<file path="config.mk">
export PLATFORM = sky130hd
export DESIGN_NAME = rect_sum_loader
export DESIGN_NICKNAME = d
export VERILOG_FILES = /design/src/rtl/rect_sum_loader.sv
export SDC_FILE = /design/constraint.sdc
export NUM_CORES = 1
export LEC_CHECK = 0
export CORE_MARGIN = 5
export CORE_UTILIZATION = 55
export CTS_BUF_LIST = sky130_fd_sc_hd__clkbuf_8
export DETAILED_ROUTE_END_ITERATION = 16
export GPL_TIMING_DRIVEN = 0
export HOLD_SLACK_MARGIN = 0.12
export PLACE_DENSITY = 0.88
export SYNTH_ARGS = -nofsm -noshare
export SYNTH_HDL_FRONTEND = slang
export SYNTH_SLANG_ARGS = --single-unit
export TNS_END_PERCENT = 20
</file>
<file path="constraint.sdc">
create_clock -name clk -period 10.7 [get_ports clk]
set_input_delay 2.675 -clock clk [delete_from_list [all_inputs] [get_ports clk]]
set_output_delay 2.675 -clock clk [all_outputs]
set_load 0.01 [all_outputs]
</file>
<file path="src/rtl/rect_sum_loader.sv">
// rect_sum_loader: fetches the A/B/C/D corners of each rectangle and emits D-B-C+A.
// Define RECT_WEIGHT_EN to build the signed weighted feature accumulator.
module rect_sum_loader #(
    parameter int DATA_W    = 32,
    parameter int X_W       = 9,
    parameter int Y_W       = 9,
    parameter int MAX_RECTS = 3,
    parameter int RC_W      = $clog2(MAX_RECTS + 1),
    parameter int WEIGHT_W  = 8,
    parameter int ACC_W     = DATA_W + WEIGHT_W + RC_W
) (
    input  logic                          clk,
    input  logic                          rst,
    input  logic                          start,
    output logic                          ready,
    input  logic [RC_W-1:0]               num_rects,
    input  logic [MAX_RECTS*X_W-1:0]      rect_x,
    input  logic [MAX_RECTS*Y_W-1:0]      rect_y,
    input  logic [MAX_RECTS*X_W-1:0]      rect_w,
    input  logic [MAX_RECTS*Y_W-1:0]      rect_h,
    input  logic [MAX_RECTS*WEIGHT_W-1:0] rect_weight,
    output logic                          rd_req,
    output logic [X_W-1:0]                rd_x,
    output logic [Y_W-1:0]                rd_y,
    input  logic                          rd_gnt,
    input  logic                          rd_valid,
    input  logic [DATA_W-1:0]             rd_data,
    output logic                          sum_valid,
    output logic [DATA_W-1:0]             sum_data,
    output logic [RC_W-1:0]               sum_idx,
    output logic                          sum_err,
    input  logic                          sum_ready,
    output logic                          feat_valid,
    output logic [ACC_W-1:0]              feat_sum
);

    typedef enum logic [2:0] {
        S_RESET,
        S_READY,
        S_LATCH,
        S_ISSUE,
        S_WAIT,
        S_EMIT,
        S_DONE
    } state_t;

    state_t                     state_q, state_d;
    logic [RC_W-1:0]            nrect_q, nrect_d;
    logic [RC_W-1:0]            idx_q, idx_d;
    logic [MAX_RECTS*X_W-1:0]   rx_q, rx_d;
    logic [MAX_RECTS*Y_W-1:0]   ry_q, ry_d;
    logic [MAX_RECTS*X_W-1:0]   rw_q, rw_d;
    logic [MAX_RECTS*Y_W-1:0]   rh_q, rh_d;
    logic [X_W-1:0]             cx0_q, cx0_d;
    logic [X_W-1:0]             cx1_q, cx1_d;
    logic [Y_W-1:0]             cy0_q, cy0_d;
    logic [Y_W-1:0]             cy1_q, cy1_d;
    logic                       err_q, err_d;
    logic [2:0]                 iss_q, iss_d;
    logic [2:0]                 rsp_q, rsp_d;
    logic [DATA_W-1:0]          acc_q, acc_d;
    logic [ACC_W-1:0]           fsum_q, fsum_d;

    logic [RC_W-1:0]            n_clamp;
    logic [X_W-1:0]             cur_x;
    logic [X_W-1:0]             cur_w;
    logic [Y_W-1:0]             cur_y;
    logic [Y_W-1:0]             cur_h;
    logic [X_W:0]               xw;
    logic [Y_W:0]               yh;
    logic                       rsp_acc;
    logic                       gnt_acc;
    logic                       last_rect;

    assign n_clamp = (num_rects > RC_W'(MAX_RECTS)) ? RC_W'(MAX_RECTS) : num_rects;

    assign cur_x = rx_q[int'(idx_q)*X_W +: X_W];
    assign cur_w = rw_q[int'(idx_q)*X_W +: X_W];
    assign cur_y = ry_q[int'(idx_q)*Y_W +: Y_W];
    assign cur_h = rh_q[int'(idx_q)*Y_W +: Y_W];

    // One extra bit so a far corner past the image edge shows up as carry-out
    assign xw = {1'b0, cur_x} + {1'b0, cur_w};
    assign yh = {1'b0, cur_y} + {1'b0, cur_h};

    assign rsp_acc = rd_valid && (rsp_q < iss_q) &&
                     (state_q == S_ISSUE || state_q == S_WAIT);
    assign gnt_acc = (state_q == S_ISSUE) && rd_gnt;
    assign last_rect = (idx_q + RC_W'(1)) == nrect_q;

`ifdef RECT_WEIGHT_EN
    localparam int PROD_W = DATA_W + WEIGHT_W;

    logic [MAX_RECTS*WEIGHT_W-1:0] rwt_q, rwt_d;
    logic signed [WEIGHT_W-1:0]    cur_wt;
    logic signed [PROD_W-1:0]      prod;
    logic [ACC_W-1:0]              prod_ext;

    assign cur_wt   = rwt_q[int'(idx_q)*WEIGHT_W +: WEIGHT_W];
    assign prod     = PROD_W'($signed(acc_q)) * PROD_W'(cur_wt);
    assign prod_ext = {{(ACC_W-PROD_W){prod[PROD_W-1]}}, prod};
`else
    logic unused_weight;

    assign unused_weight = ^rect_weight;
`endif

    always_comb begin
        state_d = state_q;
        nrect_d = nrect_q;
        idx_d   = idx_q;
        rx_d    = rx_q;
        ry_d    = ry_q;
        rw_d    = rw_q;
        rh_d    = rh_q;
        cx0_d   = cx0_q;
        cx1_d   = cx1_q;
        cy0_d   = cy0_q;
        cy1_d   = cy1_q;
        err_d   = err_q;
        iss_d   = iss_q;
        rsp_d   = rsp_q;
        acc_d   = acc_q;
        fsum_d  = fsum_q;
`ifdef RECT_WEIGHT_EN
        rwt_d   = rwt_q;
`endif

        // Responses are signed +A -B -C +D in arrival order
        if (rsp_acc) begin
            if (rsp_q == 3'd0 || rsp_q == 3'd3) begin
                acc_d = acc_q + rd_data;
            end else begin
                acc_d = acc_q - rd_data;
            end
            rsp_d = rsp_q + 3'd1;
        end
        if (gnt_acc) begin
            iss_d = iss_q + 3'd1;
        end

        case (state_q)
            S_RESET: begin
                state_d = S_READY;
            end
            S_READY: begin
                if (start) begin
                    nrect_d = n_clamp;
                    idx_d   = '0;
                    rx_d    = rect_x;
                    ry_d    = rect_y;
                    rw_d    = rect_w;
                    rh_d    = rect_h;
                    fsum_d  = '0;
`ifdef RECT_WEIGHT_EN
                    rwt_d   = rect_weight;
`endif
                    state_d = (n_clamp == '0) ? S_DONE : S_LATCH;
                end
            end
            S_LATCH: begin
                cx0_d   = cur_x;
                cx1_d   = xw[X_W-1:0];
                cy0_d   = cur_y;
                cy1_d   = yh[Y_W-1:0];
                err_d   = xw[X_W] | yh[Y_W];
                acc_d   = '0;
                iss_d   = '0;
                rsp_d   = '0;
                state_d = (xw[X_W] | yh[Y_W]) ? S_EMIT : S_ISSUE;
            end
            S_ISSUE: begin
                if (gnt_acc && iss_q == 3'd3) begin
                    state_d = (rsp_d == 3'd4) ? S_EMIT : S_WAIT;
                end
            end
            S_WAIT: begin
                if (rsp_d == 3'd4) begin
                    state_d = S_EMIT;
                end
            end
            S_EMIT: begin
                if (sum_ready) begin
`ifdef RECT_WEIGHT_EN
                    if (!err_q) begin
                        fsum_d = fsum_q + prod_ext;
                    end
`endif
                    if (last_rect) begin
                        state_d = S_DONE;
                    end else begin
                        idx_d   = idx_q + RC_W'(1);
                        state_d = S_LATCH;
                    end
                end
            end
            S_DONE: begin
                state_d = S_READY;
            end
            default: begin
                state_d = S_RESET;
            end
        endcase
    end

    always_ff @(posedge clk) begin
        if (rst) begin
            state_q <= S_RESET;
            nrect_q <= '0;
            idx_q   <= '0;
            rx_q    <= '0;
            ry_q    <= '0;
            rw_q    <= '0;
            rh_q    <= '0;
            cx0_q   <= '0;
            cx1_q   <= '0;
            cy0_q   <= '0;
            cy1_q   <= '0;
            err_q   <= 1'b0;
            iss_q   <= '0;
            rsp_q   <= '0;
            acc_q   <= '0;
            fsum_q  <= '0;
`ifdef RECT_WEIGHT_EN
            rwt_q   <= '0;
`endif
        end else begin
            state_q <= state_d;
            nrect_q <= nrect_d;
            idx_q   <= idx_d;
            rx_q    <= rx_d;
            ry_q    <= ry_d;
            rw_q    <= rw_d;
            rh_q    <= rh_d;
            cx0_q   <= cx0_d;
            cx1_q   <= cx1_d;
            cy0_q   <= cy0_d;
            cy1_q   <= cy1_d;
            err_q   <= err_d;
            iss_q   <= iss_d;
            rsp_q   <= rsp_d;
            acc_q   <= acc_d;
            fsum_q  <= fsum_d;
`ifdef RECT_WEIGHT_EN
            rwt_q   <= rwt_d;
`endif
        end
    end

    always_comb begin
        rd_x = cx0_q;
        rd_y = cy0_q;
        case (iss_q)
            3'd1: rd_x = cx1_q;
            3'd2: rd_y = cy1_q;
            3'd3: begin
                rd_x = cx1_q;
                rd_y = cy1_q;
            end
            default: begin
                rd_x = cx0_q;
                rd_y = cy0_q;
            end
        endcase
    end

    assign ready      = (state_q == S_READY);
    assign rd_req     = (state_q == S_ISSUE);
    assign sum_valid  = (state_q == S_EMIT);
    assign feat_valid = (state_q == S_DONE);
    assign sum_data   = acc_q;
    assign sum_idx    = idx_q;
    assign sum_err    = err_q;
    assign feat_sum   = fsum_q;

endmodule

</file>
# [After elaboration in Yosys (flattened, before gate mapping)]
# Index checks and enable logic that the tools add are counted.
[totals] reg_bits=190 output_inout_bits=99 wordCells=82
[classes] n_addsub=7 mul=1 order_cmp=2 n_eq_ne=17 shifts=4 muxes=18 bitwise_logic=1 n_reduce_logical=17
[ops] cell="variable part select 27 x 32 -> 9 bit" count=3
[ops] cell="adder 32 bit" count=1
[ops] cell="2-to-1 mux 32 bit" count=1
[ops] cell="subtractor 32 bit" count=1
[ops] cell="variable part select 27 x 7 -> 9 bit" count=1
[ops] cell="2-to-1 mux 3 bit" count=8
[ops] cell="adder 9 x 9 -> 10 bit" count=2
[ops] cell="2-to-1 mux 9 bit" count=2
[ops] cell="case mux 3 bit (6 select lines)" count=1
[ops] cell="equality test 3 x 2 -> 1 bit (second input constant)" count=5
[ops] cell="equality test 3 bit (second input constant)" count=4
[ops] cell="2-to-1 mux 2 bit" count=4
[ops] cell="AND reduction 4 bit" count=2
[ops] cell="OR reduction 2 bit" count=4
[ops] cell="adder 3 x 1 -> 3 bit (second input constant)" count=2
[ops] cell="equality test 3 x 1 -> 1 bit (second input constant)" count=2
[ops] cell="zero test 3 bit" count=2
[ops] cell="multiplier 2 x 4 -> 6 bit (second input constant)" count=1
[ops] cell="inequality test 2 x 1 -> 1 bit (second input constant)" count=3
[ops] cell="logical AND 1 bit" count=4
[ops] cell="inequality test 2 bit (second input constant)" count=2
[ops] cell="case mux 2 bit (2 select lines)" count=1
[ops] cell="< comparator 3 bit" count=1
[ops] cell="adder 2 x 1 -> 2 bit (second input constant)" count=1
[ops] cell="other kinds (8)" count=9

# [Logic depth before layout (Yosys ltp)]
# Gate-level depths: netlist (run 1).
[depth] ltp_word=8 depth_mapped=17 mapped_depth_nobuf=17

# [Worst setup path after synthesis (run 1)]
# No wires, ideal clock.
[synth_timing] path_kind="input port to flip-flop" from="in rd_data[3]" to="reg acc_q[31] (netlist: sum_data[31])" setup_time_ns=0.072 arrival_ns=6.143 slack_ns=4.485 path_stages=14 path_cell_list="or4_4 or4_1 or3_1 o41ai_1 xnor2_1 ha_1 a21oi_1 o21ai_0 a41o_1 and4_1 a31oi_1 a31oi_1 mux2i_1 mux2i_1"
[synth_via] elab_chain_len=2
[synth_rtl] element="from (decl)" line="27" source="input logic [DATA_W-1:0] rd_data,"
[synth_rtl] element="subtractor 32 bit / adder 32 bit (equally long branches)" line="134, 132"
[synth_rtl] element="2-to-1 mux 32 bit *" line="131" source="if (rsp_q == 3'd0 || rsp_q == 3'd3) begin"
[synth_rtl] element="to (signal assigned)" line="222" source="acc_q <= '0;"
[synth_rtl] element="to (signal assigned)" line="242" source="acc_q <= acc_d;"
[synth_rtl] element="to (decl)" line="61" source="logic [DATA_W-1:0] acc_q, acc_d;"
# Mark *: on every way between the ends. The rest lies on a longest branch, timed or not.
# A chain may end at the register's enable or synchronous reset.

# [Worst setup path after layout (run 1)]
# Ends and elaborated chain as after synthesis.

==> metrics.txt, run 1 <==
number of cells produced by synthesis=1471; Post-Syn Area=11100 sq um; half-perimeter wire length of the detailed placement result=26.4 mm; number of detailed-route iterations in the first pass=5; max-cap check violation count=0; multi-input combinational cell area=6710 sq um; utilization after layout=70.1%; post_cts resized=0; cell with the most instances after synthesis=nand2_1; proportion of synthesized chip area in sequential cells=34.2%; gr usage total=27.2%; critical path buffer and inverter count=1; total power=1660 uW; Detailed Route WL=33.4 mm; worst skew pair latency=0.50 ns; Die Height=152 um; number of warning messages in the yosys log=0; leakage power figure=0.00540 uW; synth cell count leaders=353 x nand2_1, 200 x a21oi_1, 190 x dfxtp_1; area share of the largest cell type after synthesis=34.2%; number of filler instances in the final layout=1619; first-pass GRT wire length=52.0 mm; critical path arrival=7.24 ns; worst supply voltage drop on vdd=0.0962 mV; crit end category=flop; Top Ports=271; total via count after detailed routing=11117; post-synthesis average cell area=7.57 sq um; maximum net fanout on the critical path=5; slew at the pin with the worst max-slew slack=0.997 ns; longest individual stage delay on the worst path=0.59 ns; slowest CP cell=or4_4; H-tree levels=4; residual overflow from global routing=0; Die Width=152 um; Cell variety after synth=60; hold_buf cts=0; CP Cell Sequence=clkdlybuf4s50_1, or4_4, or4_1, or3_1, o41ai_1, xnor2_1, ha_1, nand2_1, o21ai_0, a41o_1, and4_1, a31oi_1, a31oi_1, mux2i_1, mux2i_1; status=complete, no violations; Net count, final=1976; biggest area contributors in the synthesized netlist=dfxtp_1 34%, nand2_1 12%, a21oi_1 9.0%; placer congestion estimate=0.961; Max Transition Viols Final=0; share of synthesized registers carrying an async set or reset=0%; Post-synth EDFFs=0; Port-buffer cells=204; number of global-route vias before repair=10679; pin count of the biggest net entering global routing=21; routed length per placed instance=16.6 um; Worst EP required=11.13 ns; class of the most critical setup path=input port to flop; cell accounting for the most synthesized area=dfxtp_1; Clock Sinks=190; placed inst area=13700 sq um; initial cell density of the core=55.4%; final instance area=14100 sq um; number of inserted diodes=0; area enclosed by the die boundary=23200 sq um; critical path's top delay family=simple AND/OR/NAND/NOR gates; setup_tns=0 ns; number of core rows=52; number of post-CTS setup repair buffers=0; kind of start point of the critical path=input port; power density normalized to cell area=118 nW/um^2; number of DRC violations after detailed routing=0; Worst Setup Slack post-DPL=3.43 ns; residual antenna-violating net count after detailed routing=0; Clock Path Buffers=2; root buf cell=clkbuf_8; RSZ-0062 raised after global routing=false; final hold viol count=0; share of final-layout standard cells stronger than drive strength 1=5.95%; area occupied by registers=3800 sq um; final critical-path required period=6.81 ns; Yosys reg bits=190; HP Class=flop to flop; final worst-path setup slack=3.89 ns; CORE AREA=20100 sq um; clock tree from TritonCTS=yes; # setup viols final=0; CTS clock-pin slew for the worst setup and hold paths=0.12 ns; Max-slew headroom=33.5%; antenna violations before repair=0; Synth Flop Type=dfxtp_1; final worst-path cycle share=63.7%; Max Freq=147 MHz; clock buffers created by TritonCTS=17; via count normalized by instance count=5.51; Max Clock Skew=0.0210 ns; drt first-iter violations=831; area overhead of the layout relative to synthesis=26.5%
## per-layer routing
layer / track usage, % / share of wire (%) / vias to the layer above
met4: 9.97 / 3.3 / 0
met1: 31.7 / 39 / 5050
met3: 5.11 / 7.5 / 92
met2: 49.7 / 50 / 484
li1: - / - / 5491
met5: 0 / 0 / -
## area by class of cell
class                           count  area share (%)
Buffer                            128            4.55
Clock buffer                       18            1.76
Clock inverter                     14            1.23
Inverter                           36           0.959
Multi-Input combinational cell   1158            47.6
Sequential cell                   190            27.0
Tap cell                          270            2.40
Timing Repair Buffer              204            14.5
## path summary, 6_finish.rpt
check        startpoint  slack, ns      endpoint  depth (start not counted)
min            cx1_q[3]       0.46      cx1_q[3]                          2
min reg2reg    cx1_q[3]       0.46      cx1_q[3]                          2
max          rd_data[3]       3.89  sum_data[31]                         15
max reg2reg  sum_idx[0]       5.74      cy1_q[8]                         17
## sequential cells by signal (all words and copies together), names as in the netlist, 9 cells and up
signal and cells:
ry_q 27, cy1_q 9, cx0_q 9, sum_data 32, rw_q 27, rh_q 27, rx_q 27, cx1_q 9
cy0_q 9
## worst register-to-register path, stage by stage (launching register included)
cell	delay (ns)
dfxtp_1	0.36
clkbuf_1	0.62
clkbuf_1	0.62
buf_1	0.63
mux2i_1	0.18
o22ai_1	0.26
ha_1	0.23
inv_1	0.06
fa_1	0.38
nor2b_1	0.17
o21ai_0	0.13
a21boi_0	0.26
o21ai_0	0.14
a21boi_0	0.30
o21a_1	0.19
nor3_1	0.05
nand3b_1	0.15
a21oi_1	0.17
## cell usage in the layout, fill, tap and decap left out, drive strengths merged, types with 13 or more instances in the layout
| cell type | n |
|---|---|
| a211oi | 20 |
| buf | 50 |
| o21ai | 43 |
| o22ai | 28 |
| mux2 | 19 |
| mux2i | 39 |
| clkdlybuf4s50 | 204 |
| inv | 41 |
| ha | 66 |
| conb | 42 |
| a21o | 17 |
| nor3 | 33 |
| xnor2 | 48 |
| a21oi | 200 |
| clkbuf | 96 |
| nand2 | 354 |
| nor2 | 102 |
| xor2 | 17 |
| dfxtp | 190 |
| nand3 | 13 |
## power by group
part	switching, uW	internal [uW]	total [uW]
clock	301	185	486
combinational	220	177	398
sequential	24.9	753	778
## cell families after synthesis
family / Yosys count / synth area share [%]
multiplexers: 58 / 5.43
flip-flops: 190 / 34.2
AND/OR/NAND/NOR: 554 / 20.9
buffers and inverters: 164 / 6.97
other: 1 / 0.0337
adder cells (fa/ha/maj): 69 / 7.96
XOR/XNOR: 65 / 5.11
AO/OA/AOI/OAI: 370 / 19.5
## through the flow
stage	hold WS, ns	instances
final	0.461	2018
after global routing	0.476	2018
after CTS	0.461	2018
after detailed placement	0.446	1986
after global placement	0.438	1986
after floorplan	0.429	1512
Power figures use the tool's default switching activity.
==> run 2: changes to the inputs <==
CORE_UTILIZATION = 52   (was 55)
PLACE_DENSITY = 0.83   (was 0.88)
clock period = 6.8 ns   (was 10.7 ns; I/O delays follow)
==> metrics.txt, run 2 (synthesis results as in run 1) <==
total power=2650 uW (+60%); antenna violations before repair=0 (unchanged); CTS clock-pin slew for the worst setup and hold paths=0.11 ns (about the same); Max Freq=169 MHz; number of global-route vias before repair=10732 (+0.50%); root buf cell=clkbuf_8; CORE AREA=21000 sq um (+4.6%); Clock Path Buffers=2 (unchanged); crit end category=flop; number of filler instances in the final layout=1816 (+12%); power density normalized to cell area=188 nW/um^2 (+60%); worst skew pair latency=0.48 ns (-0.02 ns); # placed instances=1991 (+0.25%); leakage power figure=0.00540 uW (+0.13%); final critical-path required period=5.91 ns; HP Class=flop to flop; gr usage total=26.5% (-0.69 points); kind of start point of the critical path=input port; H-tree levels=4 (unchanged); non-filler cells in the finished layout=2023 (+0.25%); number of detailed-route iterations in the first pass=5 (unchanged); slew at the pin with the worst max-slew slack=1.05 ns (+0.0526 ns); via count normalized by instance count=5.53 (+0.35%); total via count after detailed routing=11184 (+0.60%); clock buffers created by TritonCTS=17 (unchanged); placer congestion estimate=0.998 (+3.9%); class of the most critical setup path=input port to flop; Die Height=156 um (+2.7%); max-cap check violation count=0 (unchanged); pin count of the biggest net entering global routing=21 (unchanged); half-perimeter wire length of the detailed placement result=26.3 mm (-0.33%); first-pass GRT wire length=52.7 mm (+1.3%); drt first-iter violations=794 (-4.5%); final hold viol count=0 (unchanged); initial cell density of the core=53.0% (-2.4 points); Max Transition Viols Final=0 (unchanged); Max-slew headroom=30.0% (-3.5 points); post_cts resized=0 (unchanged); # setup viols final=0 (unchanged); Min Hold Slack=0.461 ns (+0.0000400 ns); residual antenna-violating net count after detailed routing=0 (unchanged); Port-buffer cells=204 (unchanged); maximum net fanout on the critical path=5 (unchanged); worst reg2reg path depth=17 (unchanged); RSZ-0062 raised after global routing=false; Top Ports=271 (unchanged); number of inserted diodes=0 (unchanged); Net count, final=1976 (unchanged); Worst EP required=7.19 ns (-3.94 ns); most frequent standard cell in the layout excluding fill and tap cells=nand2_1; critical path arrival=6.30 ns (-0.94 ns); status=complete, no violations; area overhead of the layout relative to synthesis=26.6% (about the same); most frequent cells in the layout=353 x nand2_1, 204 x clkdlybuf4s50_1, 200 x a21oi_1; setup_tns=0 ns (unchanged); Max Clock Skew=0.0235 ns (+0.00255 ns); number of flip-flops in the largest register=32 (unchanged); worst supply voltage drop on vdd=0.164 mV (+70%); area enclosed by the die boundary=24400 sq um (+5.4%); hold_buf cts=0 (unchanged); residual overflow from global routing=0 (unchanged); Clock Sinks=190 (unchanged); share of final-layout standard cells stronger than drive strength 1=5.95% (unchanged); number of DRC violations after detailed routing=0 (unchanged); number of core rows=53 (+1.9%); final worst-path cycle share=86.9%; clock tree from TritonCTS=yes; number of post-CTS setup repair buffers=0 (unchanged); cell depth of the worst min-delay path=2 (unchanged); routed length per placed instance=16.8 um (+1.3%); Die Width=156 um (+2.7%); Detailed Route WL=33.9 mm (+1.5%)
==> run 2: changes by cell type in the layout (fill, tap and decap cells not counted) <==
cell	before	now
clkbuf_8	18	17
bufinv_16	0	1
clkinv_2	0	1
clkinvlp_4	1	0
inv_6	2	3
inv_12	0	1
inv_8	3	5
clkinv_8	6	2
==> run 2: cell type report <==
type | count | area, sq um | share of cell area [%]
sequential | 190 | 3800 | 27.0
multi-input combinational | 1158 | 6710 | 47.6
inverter | 36 | 135 | 0.959
tap | 275 | 344 | 2.44
clock buffer | 17 | 234 | 1.66
clock inverter | 15 | 184 | 1.31
buffer | 128 | 641 | 4.55
timing repair buffer | 204 | 2040 | 14.5
==> run 2: critical path, cell delays in order <==
cell and delay [ns]:
clkdlybuf4s50_1 0.50, or4_4 0.58, or4_1 0.48, or3_1 0.46, o41ai_1 0.33, xnor2_1 0.20
ha_1 0.31, a21oi_1 0.22, o21ai_0 0.18, a41o_1 0.26, and4_1 0.24, a31oi_1 0.24
a31oi_1 0.13, mux2i_1 0.21, mux2i_1 0.22
==> run 2: per-layer routing <==
metal / global-route usage, % / routed length [um]
met1: 32.6 / 13600
met3: 4.18 / 2520
met5: 0 / 0
met2: 47.0 / 16600
met4: 9.50 / 1140
==> run 2: report_power, final <==
| part | leakage, uW | total [uW] | switching [uW] | internal (uW) |
|---|---|---|---|---|
| combinational | 0.00365 | 630 | 351 | 279 |
| clock | 0.000213 | 800 | 483 | 317 |
| sequential | 0.00154 | 1220 | 38.9 | 1180 |
==> run 2: per-stage QoR <==
stage | instance area (sq um) | setup slack (ns) | util, %
detailed placement | 13700 | 0.457 | 65.0
finish | 14100 | 0.889 | 67.0
CTS | 14100 | 0.934 | 67.0
global route | 14100 | 0.693 | 67.0
global placement | 13700 | 0.544 | 65.0
floorplan | 11300 | 1.56 | -
==> run 2: final timing paths <==
kind                                 start  slack, ns           end
worst min register to register     ry_q[0]       0.46       ry_q[0]
worst max register to register  sum_idx[0]       1.61      cy1_q[8]
worst min-delay path               ry_q[0]       0.46       ry_q[0]
worst max-delay path            rd_data[3]       0.89  sum_data[31]
==> run 3: changes to the inputs <==
CORE_MARGIN = default   (was 5)
==> metrics.txt, run 3 (synthesis results as in run 1) <==
status=complete, no violations; Die Height=148 um (-5.1%); area enclosed by the die boundary=22000 sq um (-10%); pin count of the biggest net entering global routing=22 (+4.8%); Port-buffer cells=204 (unchanged); worst supply voltage drop on vdd=0.214 mV (+31%); residual overflow from global routing=0 (unchanged); max-cap check violation count=0 (unchanged); CTS clock-pin slew for the worst setup and hold paths=0.11 ns (about the same); leakage power figure=0.00542 uW (+0.32%); critical path arrival=6.36 ns (+0.06 ns); setup_tns=0 ns (unchanged); Crit Reg-Reg Endpoint=cy1_q[8]; final worst-path cycle share=87.6% (+0.65 points); number of core rows=53 (unchanged); crit end category=flop; initial cell density of the core=53.0% (unchanged); clock buffers created by TritonCTS=17 (unchanged); hold_buf cts=0 (unchanged); most frequent standard cell in the layout excluding fill and tap cells=nand2_1; worst reg2reg path depth=17 (unchanged); Die Width=148 um (-5.1%); most frequent cells in the layout=353 x nand2_1, 204 x clkdlybuf4s50_1, 200 x a21oi_1; multi-input combinational cell area=6710 sq um (unchanged); Worst EP required=7.20 ns (about the same); number of detailed-route iterations in the first pass=6 (+1); drt first-iter violations=662 (-17%); final critical-path required period=5.96 ns (+0.0442 ns); launch instance of the worst min-delay path=rw_q[11]; placer congestion estimate=0.947 (-5.1%); Max Clock Skew=0.0231 ns (-0.000406 ns); Top Ports=271 (unchanged); via count normalized by instance count=5.48 (-0.96%); Detailed Route WL=32.8 mm (-3.3%); number of DRC violations after detailed routing=0 (unchanged); endpoint with the worst hold slack=rw_q[11]; CORE AREA=21000 sq um (unchanged); Max-slew headroom=32.5% (+2.5 points); clock tree from TritonCTS=yes; class of the most critical setup path=input port to flop; RSZ-0062 raised after global routing=false; root buf cell=clkbuf_8; area occupied by registers=3800 sq um (unchanged); number of global-route vias before repair=10536 (-1.8%); maximum net fanout on the critical path=5 (unchanged); cell depth of the worst min-delay path=2 (unchanged); routed length per placed instance=16.2 um (-3.4%); FF-to-FF setup slack=1.66 ns (+0.05 ns); Max Freq=168 MHz (-0.74%); share of final-layout standard cells stronger than drive strength 1=5.95% (unchanged); worst skew pair latency=0.49 ns (about the same); # setup viols final=0 (unchanged); longest individual stage delay on the worst path=0.58 ns (about the same); Net count, final=1976 (unchanged); total via count after detailed routing=11082 (-0.91%); utilization after layout=67.3% (+0.25 points); kind of start point of the critical path=input port; CP Cell Sequence=clkdlybuf4s50_1, or4_4, or4_1, or3_1, o41ai_1, xnor2_1, ha_1, a21oi_1, o21ai_0, a41o_1, and4_1, a31oi_1, a31oi_1, mux2i_1, mux2i_1; number of flip-flops in the largest register=32 (unchanged); H-tree levels=4 (unchanged); post_cts resized=0 (unchanged); antenna violations before repair=0 (unchanged); half-perimeter wire length of the detailed placement result=25.4 mm (-3.5%); power density normalized to cell area=191 nW/um^2 (+1.5%); area overhead of the layout relative to synthesis=27.0%; gr usage total=29.5% (+3.0 points); slowest CP cell=or4_4; number of filler instances in the final layout=1807 (-0.50%); first-pass GRT wire length=51.3 mm (-2.8%); final hold viol count=0 (unchanged); total power=2700 uW (+1.9%); slew at the pin with the worst max-slew slack=1.01 ns (-0.0374 ns); Max Transition Viols Final=0 (unchanged); origin of the critical flop-to-flop path=sum_idx[0]; Clock Sinks=190 (unchanged); residual antenna-violating net count after detailed routing=0 (unchanged); HP Class=flop to flop; Clock Path Buffers=2 (unchanged); number of post-CTS setup repair buffers=0 (unchanged)
==> run 3: changes by cell type in the layout (fill, tap and decap cells not counted) <==
cell	change
bufinv_16	+1
clkinv_2	-1
clkinv_4	-1
clkinv_8	+3
diode_2	+1
inv_12	+1
inv_6	-1
inv_8	-2
==> run 3: layer usage <==
| layer | routed length (um) | global-route usage (%) |
|---|---|---|
| met2 | 15800 | 52.0 |
| met1 | 13700 | 35.4 |
| met5 | 0 | 0 |
| met3 | 2260 | 5.06 |
| met4 | 1050 | 11.9 |
==> run 3: final cells by class <==
class	count	share of cell area (%)
clock buffers	17	1.65
plain buffers	128	4.53
diodes	1	0.0177
clock inverters	15	1.65
inverters	36	0.955
repair buffers	204	14.4
well taps	275	2.43
multi-input cells	1158	47.4
flip-flops and latches	190	26.9
==> run 3: power by group <==
group          leakage (uW)  total (uW)  switching, uW  internal, uW
clock network      0.000231         854            493           361
logic               0.00365         625            346           279
registers           0.00154        1220           39.4          1180
==> run 3: critical path: cells and delay by family <==
family	cells	cell delay (ns)
AO/OA/AOI/OAI	6	1.40
XOR/XNOR	1	0.21
adder cells (fa/ha/maj)	1	0.31
buffers and inverters	1	0.50
multiplexers	2	0.43
AND/OR/NAND/NOR	4	1.79
==> run 3: how the worst max path moves through the flow <==
stage,startpoint,endpoint,slack (ns)
floorplan,rd_data[3],sum_data[31],1.56
global placement,rd_data[3],sum_data[31],0.51
detailed placement,rd_data[3],sum_data[31],0.46
CTS,rd_data[3],sum_data[31],0.94
global route,rd_data[3],sum_data[31],0.78
finish,rd_data[3],sum_data[31],0.84
==> run 3: stage by stage <==
step | instance area, sq um | hold slack [ns] | setup WS (ns) | instances
6_report | 14100 | 0.460 | 0.845 | 2024
5_1_grt | 14100 | 0.476 | 0.778 | 2023
4_1_cts | 14100 | 0.461 | 0.943 | 2023
3_5_place_dp | 13700 | 0.446 | 0.461 | 1991
3_3_place_gp | 13700 | 0.439 | 0.515 | 1991
2_1_floorplan | 11300 | 0.429 | 1.56 | 1512
